<file path="src/rtl/bin2bcd_seq.sv">
// rtl/bin2bcd_seq.sv - sequential double-dabble binary-to-BCD converter, one input bit per clock
// Optional build macro: BIN2BCD_SATURATE_EN clamps bcd_int to 16'h9999 when the value exceeds 9999.
module bin2bcd_seq #(
  parameter int BIN_W = 14
) (
  input  logic             fpga_clk,
  input  logic             sys_rst_n,
  input  logic             start,
  input  logic [BIN_W-1:0] bin_in,
  output logic             busy,
  output logic             done,
  output logic             ovf,
  output logic [15:0]      bcd_int
);

  localparam int CNT_W = $clog2(BIN_W + 1);

  typedef enum logic [1:0] {IDLE, LOAD, SHIFT, DONE} state_t;

  state_t           state;
  logic [BIN_W-1:0] bin_hold;
  logic [BIN_W-1:0] bin_sr;
  logic [19:0]      scratch;
  logic [19:0]      scratch_adj;
  logic [CNT_W-1:0] cnt;
  logic             ovf_next;

  // Add-3 correction on every scratch digit before it is doubled by the shift.
  always_comb begin
    scratch_adj = scratch;
    for (int i = 0; i < 5; i++) begin
      if (scratch[4*i +: 4] >= 4'd5) begin
        scratch_adj[4*i +: 4] = scratch[4*i +: 4] + 4'd3;
      end
    end
  end

  // Overflow judged on the captured value, so a wandering bin_in cannot affect it.
  assign ovf_next = 32'(bin_hold) > 32'd9999;

  always_ff @(posedge fpga_clk or negedge sys_rst_n) begin
    if (!sys_rst_n) begin
      state    <= IDLE;
      busy     <= 1'b0;
      done     <= 1'b0;
      ovf      <= 1'b0;
      bcd_int  <= 16'h0000;
      bin_hold <= '0;
      bin_sr   <= '0;
      scratch  <= '0;
      cnt      <= '0;
    end else begin
      done <= 1'b0;
      case (state)
        IDLE: begin
          if (start) begin
            bin_hold <= bin_in;
            busy     <= 1'b1;
            state    <= LOAD;
          end
        end
        LOAD: begin
          bin_sr  <= bin_hold;
          scratch <= '0;
          cnt     <= CNT_W'(BIN_W);
          state   <= SHIFT;
        end
        SHIFT: begin
          {scratch, bin_sr} <= {scratch_adj, bin_sr} << 1;
          cnt <= cnt - 1'b1;
          if (cnt == CNT_W'(1)) begin
            state <= DONE;
          end
        end
        DONE: begin
          ovf <= ovf_next;
`ifdef BIN2BCD_SATURATE_EN
          bcd_int <= ovf_next ? 16'h9999 : scratch[15:0];
`else
          bcd_int <= scratch[15:0];
`endif
          done  <= 1'b1;
          busy  <= 1'b0;
          state <= IDLE;
        end
        default: state <= IDLE;
      endcase
    end
  end

endmodule

</file>
<file path="config.mk">
export PLATFORM = sky130hd
export DESIGN_NAME = bin2bcd_seq
export DESIGN_NICKNAME = d
export VERILOG_FILES = /design/src/rtl/bin2bcd_seq.sv
export SDC_FILE = /design/constraint.sdc
export NUM_CORES = 1
export LEC_CHECK = 0
export ABC_AREA = 1
export CAP_MARGIN = 5
export CORE_MARGIN = 2
export CORE_UTILIZATION = 60
export CTS_BUF_LIST = sky130_fd_sc_hd__clkbuf_8
export DETAILED_ROUTE_END_ITERATION = 10
export DONT_BUFFER_PORTS = 1
export MAX_ROUTING_LAYER = met4
export PLACE_DENSITY = 0.78
export SLEW_MARGIN = 20
export SYNTH_ARGS = -nofsm -noshare
export SYNTH_HDL_FRONTEND = slang
export SYNTH_SLANG_ARGS = --single-unit
export TNS_END_PERCENT = 5
</file>
<file path="constraint.sdc">
create_clock -name fpga_clk -period 1.8 [get_ports fpga_clk]
set_input_delay 0 -clock fpga_clk [delete_from_list [all_inputs] [get_ports fpga_clk]]
set_output_delay 0 -clock fpga_clk [all_outputs]
set_load 0.01 [all_outputs]
</file>
== Word-level counts from Yosys, hierarchy flattened ==
Cells that the tools add are included.

* Register bits: 73
* Bits of input ports: 17
* Logic and storage cells: 47

* Add/sub/neg operators: 6
* Magnitude comparators: 6
* Equal/unequal tests: 6
* Muxes and demuxes: 14
* Reduce and logical (&&, ||, !) cells: 6

{| class="wikitable"
|+ Operators with widths
! cell !! number
|-
| $pmux 20 s2 || 1
|-
| $pmux 14 s2 || 1
|-
| $ge 4x3->1 const B || 5
|-
| $add 4x2->4 const B || 4
|-
| $mux 4 || 4
|-
| $gt 14x14->1 const B || 1
|-
| $pmux 2 s4 || 1
|-
| $pmux 4 s2 || 1
|-
| $reduce_and 2->1 || 3
|-
| $eq 2x2->1 const B || 2
|-
| $eq 4x1->1 const B || 1
|-
| $mux 2 || 2
|-
| $ne 2x2->1 const B || 2
|-
| $reduce_bool 2->1 || 2
|-
| $sub 4x1->4 const B || 1
|-
| $add 3x2->3 const B || 1
|-
| $mux 3 || 1
|-
| $eq 2x1->1 const B || 1
|-
| $logic_not 2->1 || 1
|-
| $mux 1 || 2
|-
| $pmux 1 s2 || 1
|}

== Depth between registers and ports, before layout ==
Gate-level depths: netlist of the first run.

* Depth in word-level cells: 3
* Gate-level depth with buffers: 9
* Mapped depth without buffers: 8

== Worst setup path after synthesis of the first run ==
No wires, ideal clock.

* Path type: register to register
* Start: register state[0]
* End: register scratch[0]
* Arrival: 1.300 ns
* Setup slack: 0.379 ns
* Stages on the path, launching flop included: 10
* Path buffers: 3
* Cells stage by stage: dfrtp_1 inv_1 ha_1 buf_6 nand2_4 inv_2 buf_6 buf_12 nand2_1 o21ai_2

* Cells in the longest elaborated chain, start to end: 2
* Elaborated cells on any way between the ends: 4

{| class="wikitable"
|+ Ends and longest elaborated chain
! element !! RTL line !! RTL
|-
| start: declaration || 20 || <nowiki>state_t state;</nowiki>
|-
| start signal: assignment || 43 || <nowiki>state <= IDLE;</nowiki>
|-
| start signal: assignment || 59 || <nowiki>state <= LOAD;</nowiki>
|-
| start signal: assignment || 66 || <nowiki>state <= SHIFT;</nowiki>
|-
| $eq 2x2->1 / $eq 2x1->1 (equally long branches) || 54 || <nowiki>case (state)</nowiki>
|-
| $pmux 20 s2 / $reduce_bool 2->1 (equally long branches) || n/a ||
|-
| end signal: assignment || 69 || <nowiki>{scratch, bin_sr} <= {scratch_adj, bin_sr} << 1;</nowiki>
|-
| end: declaration || 23 || <nowiki>logic [19:0] scratch;</nowiki>
|}

Parallel ways exist; a longest one is shown, timed or not.
A chain may end at the register's enable or synchronous reset.

== Final worst setup path of the first run ==
* Start: register state[1]
* End: register bin_sr[2]

* Cells in the longest elaborated chain, start to end: 2
* Elaborated cells on any way between the ends: 4

{| class="wikitable"
|+ Ends and longest elaborated chain
! element !! RTL line !! RTL
|-
| $eq 2x2->1 / $eq 2x1->1 (equally long branches) || 54 ||
|-
| $pmux 14 s2 / $reduce_bool 2->1 (equally long branches) || n/a ||
|-
| end signal: assignment || 63 || <nowiki>bin_sr <= bin_hold;</nowiki>
|-
| end signal: assignment || 69 ||
|-
| end: declaration || 22 || <nowiki>logic [BIN_W-1:0] bin_sr;</nowiki>
|}

Parallel ways exist; a longest one is shown, timed or not.

==> results of run 1 <==
## cell families (layout without fill, tap and decap cells)
group | Yosys count | in the layout | synth area share (%)
simple gates | 172 | 172 | 22.8
flops | 69 | 69 | 52.9
compound gates | 59 | 59 | 10.8
buf+inv | 59 | 85 | 8.09
fa+ha+maj | 14 | 14 | 5.37
## timing repair
action,CTS,global route
setup buffers,0,2
resized for setup,0,3
hold buffers,17,0
endpoints found under the setup margin,0,20
endpoints found under the hold margin,86,0
## per-layer routing
layer	wire length (um)	vias up	track usage, %
li1	-	1247	-
met1	2850	1161	26.8
met2	2880	55	37.2
met3	244	6	6.28
met4	67	0	8.57
met5	0	-	-
## critical path, cell delays in order, from the launching register on
cell        delay (ps)
dfrtp_1            390
inv_1               80
ha_1               530
clkinvlp_4         370
nand2_1            140
o211ai_1            90
## path summary, 6_finish.rpt
| path | end | slack (ps) | depth (start not counted) |
|---|---|---|---|
| worst max-delay path | bin_sr[2] | 90 | 5 |
| worst min-delay path | bcd_int[11] | 210 | 2 |
| worst max register to register | bin_sr[2] | 90 | 5 |
| worst min register to register | cnt[3] | 490 | 2 |
| max in group asynchronous | cnt[2] | 1310 | 2 |
| min in group fpga_clk | bin_hold[6] | 330 | 3 |
## sequential cells by signal, indices dropped and copies added, names as in the netlist
name and cells:
cnt 4, bin_sr 14, ovf 1, state 2, bin_hold 14, scratch 16, done 1, bcd_int 16
busy 1
## Yosys cell counts (all sizes together)
cell    count  share of area [%]
nand4       9                1.7
clkbuf      4               0.50
buf         9                2.3
o21ai      34                5.3
o221ai      1               0.27
a21oi       4               0.61
inv        46                5.3
nand3      23                4.8
nor3        1               0.15
ha         14                5.4
o211ai     12                2.8
a22oi       1               0.38
nand2     130                 15
o21bai      3               0.69
nor2        9                1.0
o22ai       4               0.77
dfrtp      69                 53
## power by group
group          total (uW)  leakage, uW  switching [uW]  internal (uW)
clock                1130    0.0000963             571            563
sequential           2210     0.000900             239           1970
combinational        1970     0.000835            1310            663
## cell type report
type,count,area [um^2]
Clock buffer,11,151
Clock inverter,5,26.3
Fill cell,369,1480
Inverter,46,176
Multi-Input combinational cell,245,1280
Sequential cell,69,1730
Tap cell,70,87.6
Timing Repair Buffer,22,238
Timing Repair inverter,1,7.51
## metrics by stage
stage | setup TNS [ps] | setup slack (ps) | util [%] | hold slack (ps) | instances
2_1_floorplan | 0 | 379 | - | -296 | 373
3_3_place_gp | 0 | 152 | 63.7 | -294 | 433
3_5_place_dp | 0 | 79.7 | 63.7 | -294 | 433
4_1_cts | 0 | 66.2 | 70.8 | 207 | 466
5_1_grt | -16.9 | -14.7 | 71.3 | 243 | 469
6_report | 0 | 87.0 | 71.3 | 211 | 469
==> flow_metrics.py, run 1 <==
metrics = {
    "global_route": {
        "grt_use_total_pct": 22.7,
        "grt_overflow": 0,
        "grt_pass1_vias": 2325,
        "antenna_found_initial": 0,
        "grt_pass1_wl_um": 10400,
        "grt_max_degree": 70,
    },
    "sta": {
        "clock.fmax_mhz": 584,
        "max_slew_margin_pct": 73.0,
        "period_needed_ps": 1710,
        "hold_viol": 0,
        "worstMarginPinSlew_ps": 404,
        "finalCritPeriodShare_pct": 95.2,
        "drv_slew": 0,
        "clock_skew_ps": 5.84,
        "finalSetupViolCount": 0,
    },
    "synth": {
        "syn_area_um2": 3260,
        "synth_cells": 373,
        "synth_cell_types": 25,
        "syn_area_per_cell_um2": 8.75,
        "yosysWarnings": 0,
        "synth-seq-cells": 69,
        "ys_seq_area_share_pct": 52.9,
        "syn-num-nets": 404,
    },
    "pwr": {
        "powerDensity_nw_per_um2": 1440,
        "vdd.ir_drop.worst_v": 0.000872,
        "total_power_uw": 5320,
        "p_leak_uw": 0.00183,
    },
    "finish": {
        "area_growth_pct": 13.0,
        "final_area_um2": 3690,
        "antenna_cells": 0,
        "mostFrequentLayoutCell": "nand2_1",
        "final_cell_mix": "128 x nand2_1, 69 x dfrtp_1, 44 x inv_1",
        "nets": 425,
        "layout-drive-gt1-share_pct": 9.27,
    },
    "worst_setup_path": {
        "cp.arrival_ps": 1940,
        "cp-end-kind": "flop",
        "required_ps": 2020,
        "crit_type": "flop to flop",
        "crit_start": "state[1]",
        "crit_fanout": 11,
        "cp-start-kind": "flop",
        "reg2reg_from": "state[1]",
    },
    "clock_network": {
        "cts_buffers": 9,
        "clock-sinks": 69,
        "cts_tree": "yes",
        "htree_levels": 3,
        "cts_max_path_buffers": 2,
        "path_clk_slew_ps": 70,
        "root_buffer": "clkbuf_8",
        "clock_latency_ps": 340,
    },
    "detailed_routing": {
        "wire_per_inst_um": 12.9,
        "vias_per_cell": 5.26,
        "ant_nets": 0,
        "drc": 0,
        "drt_iter0_drc": 138,
        "num_vias": 2469,
        "wl_um": 6050,
        "drt_pass1_iterations": 4,
    },
    "status": {
        "status": "completed",
    },
    "job": {
        "max-cap-violations": 0,
    },
    "floorplanning": {
        "die_y_um": 77.8,
        "io_pins": 36,
        "floorplan.rows": 26,
        "die_area_um2": 6050,
        "initial_core_util_pct": 63.1,
        "core_um2": 5170,
        "die_x_um": 77.8,
    },
    "placement": {
        "gp_congestion": 0.809,
        "place_area_um2": 3300,
        "dp_hpwl_um": 3710,
        "port_buffers": 0,
    },
    "min_path": {
        "hold_path_class": "input port to async pin",
    },
}
Note: power is estimated with default switching activity, not from simulation.
==> inputs of run 2 (changes only) <==
==> constraint.sdc (replaced) <==
create_clock -name fpga_clk -period 2.2 [get_ports fpga_clk]
set_input_delay 0 -clock fpga_clk [delete_from_list [all_inputs] [get_ports fpga_clk]]
set_output_delay 0 -clock fpga_clk [all_outputs]
set_load 0.01 [all_outputs]
==> flow_metrics.py, run 2 (same netlist as run 1, synthesis figures left out) <==
metrics = {
    "status": {
        "status": "completed",
    },
    "sta": {
        "finalCritPeriodShare_pct": 83.0,
        "max_slew_margin_pct": 52.4,
        "tns_ps": 0,
        "drv_slew": 0,
        "period_needed_ps": 1830,
        "rsz0062_at_grt": "no",
        "clock_skew_ps": 6.10,
        "finalSetupViolCount": 0,
        "hold_viol": 0,
        "clock.fmax_mhz": 548,
        "worstMarginPinSlew_ps": 713,
    },
    "floorplanning": {
        "die_area_um2": 6050,
        "initial_core_util_pct": 63.1,
        "io_pins": 36,
        "core_um2": 5170,
        "floorplan.rows": 26,
        "die_x_um": 77.8,
        "die_y_um": 77.8,
    },
    "worst_setup_path": {
        "r2r_cells": 7,
        "required_ps": 2490,
        "cp.arrival_ps": 2110,
        "crit_type": "flop to flop",
        "cp-start-kind": "flop",
        "regToRegSetupSlack_ps": 370,
        "crit_fanout": 28,
        "r2r_end": "bin_hold[0]",
        "reg2reg_from": "state[0]",
        "cp-end-kind": "flop",
    },
    "clock_network": {
        "htree_levels": 3,
        "clock-sinks": 69,
        "cts_tree": "yes",
        "clock_latency_ps": 340,
        "post_cts_buffers": 0,
        "root_buffer": "clkbuf_8",
        "path_clk_slew_ps": 70,
        "cts_buffers": 9,
        "cts_max_path_buffers": 2,
    },
    "detailed_routing": {
        "drt_pass1_iterations": 4,
        "wl_um": 5850,
        "vias_per_cell": 5.23,
        "ant_nets": 0,
        "drt_iter0_drc": 177,
        "num_vias": 2438,
        "drc": 0,
        "wire_per_inst_um": 12.6,
    },
    "finish": {
        "antenna_cells": 0,
        "final_util_pct": 70.8,
        "mostFrequentLayoutCell": "nand2_1",
        "nets": 422,
        "area_growth_pct": 12.2,
        "final_cell_mix": "129 x nand2_1, 69 x dfrtp_1, 47 x inv_1",
        "reg.largest.list": "bcd_int: 16 flops, scratch: 16 flops",
        "layout-drive-gt1-share_pct": 7.32,
    },
    "global_route": {
        "grt_use_total_pct": 21.9,
        "antenna_found_initial": 0,
        "grt_pass1_vias": 2276,
        "grt_pass1_wl_um": 10000,
        "grt_max_degree": 70,
        "grt_overflow": 0,
    },
    "placement": {
        "gp_congestion": 0.813,
        "dp_hpwl_um": 3750,
        "port_buffers": 0,
    },
    "min_path": {
        "hold_depth": 4,
        "hold_path_class": "input port to flop",
        "holdPathEnd": "bin_hold[7]",
        "hp-start": "start",
    },
    "pwr": {
        "p_leak_uw": 0.00184,
        "vdd.ir_drop.worst_v": 0.000849,
        "powerDensity_nw_per_um2": 1150,
    },
    "job": {
        "max-cap-violations": 0,
    },
}
==> run 2: changes by cell type in the layout (fill, tap and decap cells not counted), moves of 2 or more <==
cell,delta
clkbuf_8,+2
inv_1,+3
clkinvlp_4,-3
buf_4,-2
clkinv_2,-3
==> run 2: area by class of cell <==
class	count	area, um^2
Clock buffer	13	179
Clock inverter	3	11.3
Fill cell	406	1510
Inverter	46	173
Multi-Input combinational cell	245	1270
Sequential cell	69	1730
Tap cell	70	87.6
Timing Repair Buffer	20	213
==> run 2: through the flow <==
stage	hold slack [ps]	area [um^2]	total power [uW]	worst slack [ps]	cells
2_1_floorplan	-296	3260	3030	779	373
3_3_place_gp	-294	3280	3160	506	432
3_5_place_dp	-294	3280	3230	429	432
4_1_cts	88.0	3660	4260	362	466
5_1_grt	143	3660	4540	235	466
6_report	104	3660	4230	374	466
==> run 2: worst max path at each step <==
stage | endpoint | slack, ps | startpoint | cells after the start
after floorplan | scratch[0] | 780 | state[0] | 9
after global placement | scratch[8] | 510 | state[1] | 6
after detailed placement | scratch[12] | 430 | state[1] | 6
after CTS | bin_hold[0] | 360 | state[0] | 7
after global routing | bin_hold[0] | 230 | state[0] | 7
final | bin_hold[0] | 370 | state[0] | 7
==> run 2: power by group <==
part	leakage, uW	total, uW	internal, uW	switching (uW)
combinational	0.000827	1450	465	988
sequential	0.000900	1800	1610	191
clock	0.000109	971	521	450
total	0.00184	4230	2600	1630
==> run 2: worst max-delay path, cell delays in order, from the launching register on <==
cell and delay, ps:
dfrtp_1 380, inv_1 120, ha_1 200, nand2_1 90
inv_2 280, nand2_1 90, nand2_1 60, dlygate4sd3_1 540
==> run 2: routing by layer <==
layer	GRT usage [%]	share of wire, %	vias to the layer above
met1	27.5	48	1142
met4	7.86	1.4	0
li1	-	-	1234
met3	7.21	4.3	11
met5	-	0	-
met2	33.2	46	51
==> run 2: repair_timing <==
| item | CTS | global route |
|---|---|---|
| hold buffers | 18 | 0 |
| endpoints found under the hold margin | 86 | 0 |
| gates resized for setup | 0 | 0 |
